[config.mk]
export PLATFORM = sky130hd
export DESIGN_NAME = gpu_fill_engine_flat
export DESIGN_NICKNAME = d
export VERILOG_FILES = /design/src/rtl/gpu_fill_engine_if.sv /design/src/rtl/gpu_fill_engine.sv /design/src/flat_wrapper.sv
export SDC_FILE = /design/constraint.sdc
export NUM_CORES = 1
export LEC_CHECK = 0
export CORE_ASPECT_RATIO = 1.2
export CORE_MARGIN = 2
export CORE_UTILIZATION = 35
export DETAILED_ROUTE_END_ITERATION = 8
export GPL_TIMING_DRIVEN = 1
export SYNTH_ARGS = -nofsm -noshare
export SYNTH_HDL_FRONTEND = slang
export SYNTH_SLANG_ARGS = --single-unit
[constraint.sdc]
create_clock -name clk -period 4.8 [get_ports clk]
set_input_delay 0.48 -clock clk [delete_from_list [all_inputs] [get_ports clk]]
set_output_delay 0.48 -clock clk [all_outputs]
set_load 0.03 [all_outputs]
[src/rtl/gpu_fill_engine_if.sv]
// Bus bundle for gpu_fill_engine: command push port, AHB-style write master and status.
// master = engine side, slave = command source / bus side.
interface gpu_fill_engine_if #(
  parameter int X_W   = 9,
  parameter int Y_W   = 8,
  parameter int CNT_W = 3
);
  logic             cmd_valid;
  logic             cmd_ready;
  logic [1:0]       cmd_op;
  logic [X_W-1:0]   cmd_x0;
  logic [X_W-1:0]   cmd_x1;
  logic [Y_W-1:0]   cmd_y0;
  logic [Y_W-1:0]   cmd_y1;
  logic [31:0]      cmd_color;
  logic [31:0]      HADDR;
  logic [31:0]      HWDATA;
  logic             HWRITE;
  logic             HREADY;
  logic             busy;
  logic [CNT_W-1:0] fifo_count;
  logic             front_buf;
  logic             done;
  logic [31:0]      pix_count;

  modport master (
    input  cmd_valid, cmd_op, cmd_x0, cmd_x1, cmd_y0, cmd_y1, cmd_color, HREADY,
    output cmd_ready, HADDR, HWDATA, HWRITE, busy, fifo_count, front_buf, done, pix_count
  );

  modport slave (
    output cmd_valid, cmd_op, cmd_x0, cmd_x1, cmd_y0, cmd_y1, cmd_color, HREADY,
    input  cmd_ready, HADDR, HWDATA, HWRITE, busy, fifo_count, front_buf, done, pix_count
  );
endinterface

[src/rtl/gpu_fill_engine.sv]
// Queued rectangle/pixel fill engine writing a double-buffered framebuffer over AHB.
// Optional macro PERF_COUNT_EN builds the saturating completed-pixel counter on pix_count.
//
// state | meaning
// IDLE  | waiting; pops the queue head (or takes the input directly when empty)
// LOAD  | normalise and clip the latched corners, pick next state
// DRAW  | one pixel write per HREADY, raster order
// FLIP  | swap front/draw buffers
module gpu_fill_engine #(
  parameter int          FB_WIDTH   = 320,
  parameter int          FB_HEIGHT  = 240,
  parameter int          X_W        = 9,
  parameter int          Y_W        = 8,
  parameter int          FIFO_DEPTH = 4,
  parameter logic [31:0] BUF0_BASE  = 32'h0000_0000,
  parameter logic [31:0] BUF1_BASE  = 32'h0005_0000
) (
  input  logic         clk,
  input  logic         n_rst,
  gpu_fill_engine_if.master bus
);
  localparam int AW = $clog2(FIFO_DEPTH);
  localparam int CW = AW + 1;
  localparam logic [1:0] OP_PIXEL = 2'd1;
  localparam logic [1:0] OP_FILL  = 2'd2;
  localparam logic [1:0] OP_FLIP  = 2'd3;
  localparam logic [X_W-1:0] X_MAX = X_W'(FB_WIDTH - 1);
  localparam logic [Y_W-1:0] Y_MAX = Y_W'(FB_HEIGHT - 1);

  typedef enum logic [1:0] {ST_IDLE, ST_LOAD, ST_DRAW, ST_FLIP} state_t;

  typedef struct packed {
    logic [1:0]     op;
    logic [X_W-1:0] x0;
    logic [X_W-1:0] x1;
    logic [Y_W-1:0] y0;
    logic [Y_W-1:0] y1;
    logic [31:0]    color;
  } cmd_t;

  state_t         state_q, state_d;
  cmd_t           mem_q [FIFO_DEPTH];
  cmd_t           cmd_in, cmd_head, cmd_q, cmd_d;
  logic [AW-1:0]  wr_ptr_q, rd_ptr_q;
  logic [CW-1:0]  count_q, count_d;
  logic [X_W-1:0] x_q, x_d, xs_q, xs_d, xe_q, xe_d;
  logic [Y_W-1:0] y_q, y_d, ye_q, ye_d;
  logic           front_q, front_d;
  logic           done_q, done_d;

  logic           full, empty, push, take, bypass, store, pop_fifo;
  logic [X_W-1:0] xs_c, xe_r, xe_c;
  logic [Y_W-1:0] ys_c, ye_r, ye_c;
  logic           on_screen, drawing;
  logic [31:0]    pix_off, draw_base;

  assign cmd_in = {bus.cmd_op, bus.cmd_x0, bus.cmd_x1, bus.cmd_y0, bus.cmd_y1, bus.cmd_color};

  assign full     = (count_q == CW'(FIFO_DEPTH));
  assign empty    = (count_q == '0);
  assign push     = bus.cmd_valid && !full;
  assign take     = (state_q == ST_IDLE) && (!empty || push);
  // An idle engine with an empty queue takes the input straight into LOAD.
  assign bypass   = take && empty;
  assign store    = push && !bypass;
  assign pop_fifo = take && !empty;
  assign cmd_head = empty ? cmd_in : mem_q[rd_ptr_q];

  always_comb begin
    count_d = count_q;
    case ({store, pop_fifo})
      2'b10:   count_d = count_q + CW'(1);
      2'b01:   count_d = count_q - CW'(1);
      default: count_d = count_q;
    endcase
  end

  always_ff @(posedge clk) begin
    if (store) mem_q[wr_ptr_q] <= cmd_in;
  end

  always_comb begin
    if (cmd_q.op == OP_PIXEL) begin
      xs_c = cmd_q.x0;
      xe_r = cmd_q.x0;
      ys_c = cmd_q.y0;
      ye_r = cmd_q.y0;
    end else begin
      xs_c = (cmd_q.x0 < cmd_q.x1) ? cmd_q.x0 : cmd_q.x1;
      xe_r = (cmd_q.x0 < cmd_q.x1) ? cmd_q.x1 : cmd_q.x0;
      ys_c = (cmd_q.y0 < cmd_q.y1) ? cmd_q.y0 : cmd_q.y1;
      ye_r = (cmd_q.y0 < cmd_q.y1) ? cmd_q.y1 : cmd_q.y0;
    end
    xe_c      = (xe_r > X_MAX) ? X_MAX : xe_r;
    ye_c      = (ye_r > Y_MAX) ? Y_MAX : ye_r;
    on_screen = (32'(xs_c) < 32'(FB_WIDTH)) && (32'(ys_c) < 32'(FB_HEIGHT));
  end

  always_comb begin
    state_d = state_q;
    cmd_d   = cmd_q;
    x_d     = x_q;
    y_d     = y_q;
    xs_d    = xs_q;
    xe_d    = xe_q;
    ye_d    = ye_q;
    front_d = front_q;
    case (state_q)
      ST_IDLE: begin
        if (take) begin
          cmd_d   = cmd_head;
          state_d = ST_LOAD;
        end
      end
      ST_LOAD: begin
        xs_d = xs_c;
        xe_d = xe_c;
        ye_d = ye_c;
        x_d  = xs_c;
        y_d  = ys_c;
        if (cmd_q.op == OP_FLIP)
          state_d = ST_FLIP;
        else if ((cmd_q.op == OP_PIXEL || cmd_q.op == OP_FILL) && on_screen)
          state_d = ST_DRAW;
        else
          state_d = ST_IDLE;
      end
      ST_DRAW: begin
        if (bus.HREADY) begin
          if (x_q == xe_q) begin
            x_d = xs_q;
            if (y_q == ye_q) state_d = ST_IDLE;
            else             y_d = y_q + 1'b1;
          end else begin
            x_d = x_q + 1'b1;
          end
        end
      end
      ST_FLIP: begin
        front_d = !front_q;
        state_d = ST_IDLE;
      end
      default: state_d = ST_IDLE;
    endcase
    done_d = (state_q != ST_IDLE) && (state_d == ST_IDLE) && empty && !push;
  end

  always_ff @(posedge clk or negedge n_rst) begin
    if (!n_rst) begin
      state_q  <= ST_IDLE;
      cmd_q    <= '0;
      wr_ptr_q <= '0;
      rd_ptr_q <= '0;
      count_q  <= '0;
      x_q      <= '0;
      y_q      <= '0;
      xs_q     <= '0;
      xe_q     <= '0;
      ye_q     <= '0;
      front_q  <= 1'b0;
      done_q   <= 1'b0;
    end else begin
      state_q  <= state_d;
      cmd_q    <= cmd_d;
      wr_ptr_q <= store    ? wr_ptr_q + 1'b1 : wr_ptr_q;
      rd_ptr_q <= pop_fifo ? rd_ptr_q + 1'b1 : rd_ptr_q;
      count_q  <= count_d;
      x_q      <= x_d;
      y_q      <= y_d;
      xs_q     <= xs_d;
      xe_q     <= xe_d;
      ye_q     <= ye_d;
      front_q  <= front_d;
      done_q   <= done_d;
    end
  end

  // Draw buffer is always the one not on display.
  assign drawing   = (state_q == ST_DRAW);
  assign draw_base = front_q ? BUF0_BASE : BUF1_BASE;
  assign pix_off   = (32'(y_q) * 32'(FB_WIDTH) + 32'(x_q)) << 2;

  assign bus.HWRITE     = drawing;
  assign bus.HADDR      = drawing ? (draw_base + pix_off) : '0;
  assign bus.HWDATA     = drawing ? cmd_q.color : '0;
  assign bus.cmd_ready  = !full;
  assign bus.busy       = (state_q != ST_IDLE) || !empty;
  assign bus.fifo_count = count_q;
  assign bus.front_buf  = front_q;
  assign bus.done       = done_q;

`ifdef PERF_COUNT_EN
  logic [31:0] pix_q, pix_d;

  always_comb begin
    pix_d = pix_q;
    if (drawing && bus.HREADY && (pix_q != 32'hFFFF_FFFF)) pix_d = pix_q + 32'd1;
  end

  always_ff @(posedge clk or negedge n_rst) begin
    if (!n_rst) pix_q <= '0;
    else        pix_q <= pix_d;
  end

  assign bus.pix_count = pix_q;
`else
  assign bus.pix_count = '0;
`endif
endmodule
[src/flat_wrapper.sv]
// flat-port wrapper written by rule: the top's interface ports become plain ports
module gpu_fill_engine_flat 
#(
  parameter int          FB_WIDTH   = 320,
  parameter int          FB_HEIGHT  = 240,
  parameter int          X_W        = 9,
  parameter int          Y_W        = 8,
  parameter int          FIFO_DEPTH = 4,
  parameter logic [31:0] BUF0_BASE  = 32'h0000_0000,
  parameter logic [31:0] BUF1_BASE  = 32'h0005_0000
)
  (clk, n_rst, bus_cmd_valid, bus_cmd_op, bus_cmd_x0, bus_cmd_x1, bus_cmd_y0, bus_cmd_y1, bus_cmd_color, bus_HREADY, bus_cmd_ready, bus_HADDR, bus_HWDATA, bus_HWRITE, bus_busy, bus_fifo_count, bus_front_buf, bus_done, bus_pix_count);
  gpu_fill_engine_if #(.X_W(X_W), .Y_W(Y_W)) bus_i ();
  input  logic clk;
  input  logic n_rst;
  input wire logic [$bits(bus_i.cmd_valid)-1:0] bus_cmd_valid;
  input wire logic [$bits(bus_i.cmd_op)-1:0] bus_cmd_op;
  input wire logic [$bits(bus_i.cmd_x0)-1:0] bus_cmd_x0;
  input wire logic [$bits(bus_i.cmd_x1)-1:0] bus_cmd_x1;
  input wire logic [$bits(bus_i.cmd_y0)-1:0] bus_cmd_y0;
  input wire logic [$bits(bus_i.cmd_y1)-1:0] bus_cmd_y1;
  input wire logic [$bits(bus_i.cmd_color)-1:0] bus_cmd_color;
  input wire logic [$bits(bus_i.HREADY)-1:0] bus_HREADY;
  output wire logic [$bits(bus_i.cmd_ready)-1:0] bus_cmd_ready;
  output wire logic [$bits(bus_i.HADDR)-1:0] bus_HADDR;
  output wire logic [$bits(bus_i.HWDATA)-1:0] bus_HWDATA;
  output wire logic [$bits(bus_i.HWRITE)-1:0] bus_HWRITE;
  output wire logic [$bits(bus_i.busy)-1:0] bus_busy;
  output wire logic [$bits(bus_i.fifo_count)-1:0] bus_fifo_count;
  output wire logic [$bits(bus_i.front_buf)-1:0] bus_front_buf;
  output wire logic [$bits(bus_i.done)-1:0] bus_done;
  output wire logic [$bits(bus_i.pix_count)-1:0] bus_pix_count;
  assign bus_i.cmd_valid = bus_cmd_valid;
  assign bus_i.cmd_op = bus_cmd_op;
  assign bus_i.cmd_x0 = bus_cmd_x0;
  assign bus_i.cmd_x1 = bus_cmd_x1;
  assign bus_i.cmd_y0 = bus_cmd_y0;
  assign bus_i.cmd_y1 = bus_cmd_y1;
  assign bus_i.cmd_color = bus_cmd_color;
  assign bus_i.HREADY = bus_HREADY;
  assign bus_cmd_ready = bus_i.cmd_ready;
  assign bus_HADDR = bus_i.HADDR;
  assign bus_HWDATA = bus_i.HWDATA;
  assign bus_HWRITE = bus_i.HWRITE;
  assign bus_busy = bus_i.busy;
  assign bus_fifo_count = bus_i.fifo_count;
  assign bus_front_buf = bus_i.front_buf;
  assign bus_done = bus_i.done;
  assign bus_pix_count = bus_i.pix_count;
  gpu_fill_engine #(.FB_WIDTH(FB_WIDTH), .FB_HEIGHT(FB_HEIGHT), .X_W(X_W), .Y_W(Y_W), .FIFO_DEPTH(FIFO_DEPTH), .BUF0_BASE(BUF0_BASE), .BUF1_BASE(BUF1_BASE)) u_core (.clk(clk), .n_rst(n_rst), .bus(bus_i));
endmodule
; After elaboration in Yosys (flattened, before gate mapping)
; Memory sizes are Yosys's and may differ from the RTL's.
; Index checks and enable logic that the tools add are counted.
[word_totals]
reg_bits = 122
ramBits = 272
in_bits = 72
out_inout_bits = 104
wordCells = 105
mem_count = 1
[memory_table]
columns = memory, depth, width, read_ports, rd_ports_with_merged_regs, wr, line
row1 = u_core.mem_q, 4, 68, 1, 0, 1, gpu_fill_engine.sv:42  ; cmd_t mem_q [FIFO_DEPTH];
[op_classes]
n_addsub = 8
mul = 1
magnitude_cmp = 6
n_eq_ne = 14
muxes = 31
reduce_logical = 27
[op_table]
columns = operator, count
row1 = 68-bit 2-to-1 mux, 1
row2 = 32-bit 2-to-1 mux, 2
row3 = 8-bit 2-to-1 mux, 8
row4 = 9-bit 2-to-1 mux, 7
row5 = 32-bit adder, 1
row6 = 19-bit 2-to-1 mux, 1
row7 = 17-bit by 9-bit adder with 18-bit output, 1
row8 = 9-bit case mux with 2 select lines, 1
row9 = 8-bit case mux with 2 select lines, 1
row10 = 2-bit 2-to-1 mux, 6
row11 = "8-bit by 3-bit multiplier with 11-bit output, second input constant", 1
row12 = "2-bit equality test, second input constant", 5
row13 = 1-bit logical AND, 10
row14 = "9-bit by 1-bit adder with 9-bit output, second input constant", 1
row15 = 9-bit equality test, 1
row16 = "9-bit > comparator, second input constant", 1
row17 = 9-bit < comparator, 1
row18 = "9-bit < comparator, second input constant", 1
row19 = "8-bit by 1-bit adder with 8-bit output, second input constant", 1
row20 = 8-bit equality test, 1
row21 = "8-bit > comparator, second input constant", 1
row22 = 8-bit < comparator, 1
row23 = "8-bit < comparator, second input constant", 1
row24 = 2-bit case mux with 4 select lines, 1
row25 = other kinds (15), 31

; Logic depth before layout (Yosys ltp)
[depth]
ltp_word = 13
depth_mapped = 13
ltp_nobuf = 13

; Least setup slack after synthesis
; No wires, ideal clock.
[synth_timing]
kind = register to output
from = register u_core.y_q[1]
to = output bus_HADDR[19]
arrival_ps = 3274
required_ps = 4320
setup_slack_ps = 1046
stages_incl_launch_ff = 14
n_path_buf = 0
cell_sequence = dfrtp_1 ha_1 ha_1 inv_1 fa_1 nor2b_4 o31a_1 or4_1 and3_4 o31ai_1 ha_1 nand2_1 or4_1 o211ai_2
[synth_via]
elab_chain_cells = 4
[synth_rtl]
columns = element, line
row1 = "start, declared", gpu_fill_engine.sv:47  ; logic [Y_W-1:0] y_q, y_d, ye_q, ye_d;
row2 = "start signal, assigned", gpu_fill_engine.sv:169  ; y_q <= y_d;
row3 = 8-bit by 3-bit multiplier with 11-bit output, gpu_fill_engine.sv:181  ; assign pix_off = (32'(y_q) * 32'(FB_WIDTH) + 32'(x_q)) << 2;
row4 = 17-bit by 9-bit adder with 18-bit output, gpu_fill_engine.sv:181
row5 = 32-bit adder, gpu_fill_engine.sv:184  ; assign bus.HADDR = drawing ? (draw_base + pix_off) : '0;
row6 = 32-bit 2-to-1 mux, gpu_fill_engine.sv:184
row7 = "end, declared", flat_wrapper.sv:25  ; output wire logic [$bits(bus_i.HADDR)-1:0] bus_HADDR;
; No other way between the ends.

; Worst setup path in the final report
[layout_timing]
from = register u_core.y_q[2]
to = output bus_HADDR[17]
; The elaborated chain is that of the path after synthesis.

==> run_results.csv <==
group,metric,value,unit
run_status,status,"finished, final reports clean",
sta,setup-tns-final,0,ns
drt,wl_per_cell,19.3,um
clock_tree,clkTransAtPathRegs,0.07,ns
drt,drc_errors,0,
sta,setup_viol_count_final,0,
place,placedInstanceArea,20000,um^2
drt,wirelength,40600,um
cells_and_area,multi_input_area,6300,um^2
flow_run,maxCapViolations,0,
cells_and_area,num-fill-cells,4717,
sta,max_freq,0.218,GHz
critical_path,cp_slowest_cell,"clkdlybuf4s50_1",
global_routing,grt_pass1_wl,63900,um
logic_synthesis,synth_flop_cell,"edfxtp_1",
logic_synthesis,synth_cells,1290,
die,die_area,53600,um^2
critical_path,cp_common_cell,"ha_1",
logic_synthesis,synth_edf_count,272,
die,row_count,91,
sta,fin_crit_sh,95.4,%
critical_path,start_kind,"register",
critical_path,path_max_fanout,8,
logic_synthesis,synth.area.mux_share,13.4,%
logic_synthesis,avgSynthCellArea,14.0,um^2
critical_path,path_cells,"ha_1 -> ha_1 -> a211o_1 -> a211oi_1 -> o211ai_1 -> nor4_2 -> xnor2_1 -> ha_1 -> and2_1 -> clkdlybuf4s50_1",
die,start_util,35.3,%
drt,viasPerCell,5.05,
cells_and_area,layout-drive-gt1-share,14.1,%
critical_path,reg2reg_depth,6,
power,power_density,720,nW/um^2
global_routing,antenna_found_initial,2,
critical_path,endpoint_kind,"primary output",
sta,slew_headroom,34.0,%
critical_path,cp_data_required_time,4.32,ns
logic_synthesis,synth-seq-cells,394,
clock_tree,clockBufferDepth,3,
logic_synthesis,yosys.area_share.simple,7.69,%
global_routing,gr-total-overflow,0,
drt,ant_nets,0,
sta,period_minus_slack,4.58,ns
drt,dr.first_iter.drc_count,570,
power,ir_drop,415,uV
logic_synthesis,synth_top_family_by_area,"multiplexers",
logic_synthesis,synth_compound_area_share,7.57,%
critical_path,crit_cells,10,
power,power.leakage,8.24,nW
logic_synthesis,ys_seq_area_share,62.0,%
cells_and_area,syn2layout_area_growth,18.6,%
critical_path,critPathBufInv,1,
drt,first_pass_iters,5,
global_routing,track_usage,15.5,%
sta,tightest_slew,0.990,ns
critical_path,cp.arrival,4.10,ns
global_routing,grt_max_degree,67,
logic_synthesis,yosys.area_share.xor_xnor,1.73,%
sta,rsz0062_at_grt,"no",
place,dp_hpwl,25500,um
clock_tree,clock_latency,0.57,ns
clock_tree,cts_tree,"done",
critical_path,worstSetupPathType,"register to primary output",
cells_and_area,stdcell_area,21500,um^2
sta,finalHoldViolations,0,
global_routing,first_global_vias,10900,
logic_synthesis,synth_adder_area_share,3.23,%
die,core-area,51200,um^2
die,die_h,253,um
cells_and_area,antenna_cells,0,
cells_and_area,layout_commonest_cell,"edfxtp_1",
clock_tree,cts_sinks,394,
place,gp_congestion,0.841,
logic_synthesis,yosysWarnings,0,
drt,vias,10600,
logic_synthesis,async_reset_ff_share,31.0,%
cells_and_area,most-common-layout-cells,"272 x edfxtp_1, 126 x clkdlybuf4s50_1, 119 x dfrtp_1, 112 x nand2_1, 99 x o21ai_0",
critical_path,max_stage_delay,0.67,ns
sta,drv_slew,0,
clock_tree,cts_made_buffers,41,
clock_tree,htreeDepth,2,
logic_synthesis,ys_types,72,
die,die_w,212,um
clock_tree,cts-root-buf,"clkbuf_16",
worst_hold_path,hold_class,"input pin to asynchronous set/reset pin",
critical_path,cp_top_family,"adder cells",
die,top_level_ports,176,
place,io_buffers,129,
sta,skew,0.0370,ns
logic_synthesis,synth.cell_area,18100,um^2
cells_and_area,nNetsFinal,1539,
cells_and_area,seqCellArea,11200,um^2
==> registers in the layout, summed over array words and instances (netlist names) <==
register and flops:
u_core.bus.done 1, u_core.bus.fifo_count 3, u_core.bus.front_buf 1, u_core.cmd_q 68, u_core.mem_q 272, u_core.rd_ptr_q 2
u_core.state_q 2, u_core.wr_ptr_q 2, u_core.x_q 9, u_core.xe_q 9, u_core.xs_q 9, u_core.y_q 8
u_core.ye_q 8
==> final timing paths <==
kind / startpoint / end / slack [ns]
max: u_core.y_q[2] / bus_HADDR[17] / 0.22
min reg2reg: u_core.cmd_q[31] / u_core.cmd_q[31] / 0.47
max in group asynchronous: n_rst / u_core.cmd_q[44] / 3.27
max reg2reg: u_core.state_q[0] / u_core.y_q[2] / 1.62
min in group clk: u_core.cmd_q[31] / u_core.cmd_q[31] / 0.47
min: n_rst / u_core.y_q[7] / 0.47
==> where the power goes <==
| part | total, mW | leakage [nW] | internal, mW | switching, mW |
|---|---|---|---|---|
| Combinational | 6.47 | 3.57 | 2.81 | 3.67 |
| Clock | 3.47 | 0.717 | 2.09 | 1.37 |
| Sequential | 5.52 | 3.95 | 4.72 | 0.797 |
==> layer usage <==
| metal | routed length [um] | GRT usage [%] | vias up |
|---|---|---|---|
| met4 | 852 | 4.33 | 2 |
| met3 | 1910 | 2.70 | 55 |
| li1 | - | - | 4993 |
| met5 | 13 | 0 | - |
| met1 | 17900 | 20.3 | 5324 |
| met2 | 19900 | 26.5 | 258 |
==> what timing repair did <==
item / 4_1_cts / 5_1_grt
setup buffers: 0 / 1
endpoints found under the setup margin: 1 / 4
endpoints found under the hold margin: 45 / 0
gates resized for setup: 3 / 7
hold buffers: 1 / 0
pin swaps: 0 / 1
==> synthesized netlist by cell type (13+ instances only) <==
| cell | number | area, um^2 |
|---|---|---|
| a21oi_1 | 39 | 195 |
| and2_1 | 41 | 257 |
| buf_2 | 19 | 95.1 |
| buf_4 | 46 | 345 |
| clkbuf_1 | 41 | 154 |
| dfrtp_1 | 122 | 3050 |
| edfxtp_1 | 272 | 8170 |
| ha_1 | 42 | 526 |
| inv_1 | 39 | 146 |
| mux2i_1 | 84 | 841 |
| mux4_2 | 68 | 1530 |
| nand2_1 | 113 | 424 |
| nand3_1 | 17 | 85.1 |
| nor2_1 | 61 | 229 |
| o21ai_0 | 99 | 495 |
| xnor2_1 | 21 | 184 |
| xor2_1 | 13 | 114 |
==> logic make-up after synthesis <==
kind of cell	after synthesis
flops	394
mux	157
xor+xnor	35
other cells	1
buf+inv	152
compound gates	218
fa+ha+maj	45
simple gates	288
==> stage by stage <==
step	utilization [%]	setup slack, ns	hold slack [ns]	power [mW]	cells
2_1_floorplan	-	1.05	0.184	10.2	1335
3_3_place_gp	39.0	0.313	0.454	12.0	2028
3_5_place_dp	39.0	0.259	0.463	12.1	2028
4_1_cts	41.9	0.0183	0.467	15.7	2105
5_1_grt	41.9	0.0211	0.495	16.6	2106
6_report	41.9	0.223	0.468	15.5	2106
==> worst register-to-register path, cell delays in order (launching register included) <==
cell      delay (ns)
dfrtp_1         0.55
nand2b_1        0.26
inv_2           0.72
nand2_1         0.39
o31ai_4         0.61
o21ai_0         0.23
a22o_1          0.28
==> cell type report <==
class,count,share of cell area (%)
flip-flops and latches,394,52.3
multi-input cells,789,29.3
repair buffers,157,7.00
clock buffers,48,5.33
well taps,651,3.79
clock inverters,28,1.59
inverters,39,0.682
Note: power is estimated with default switching activity, not from simulation.
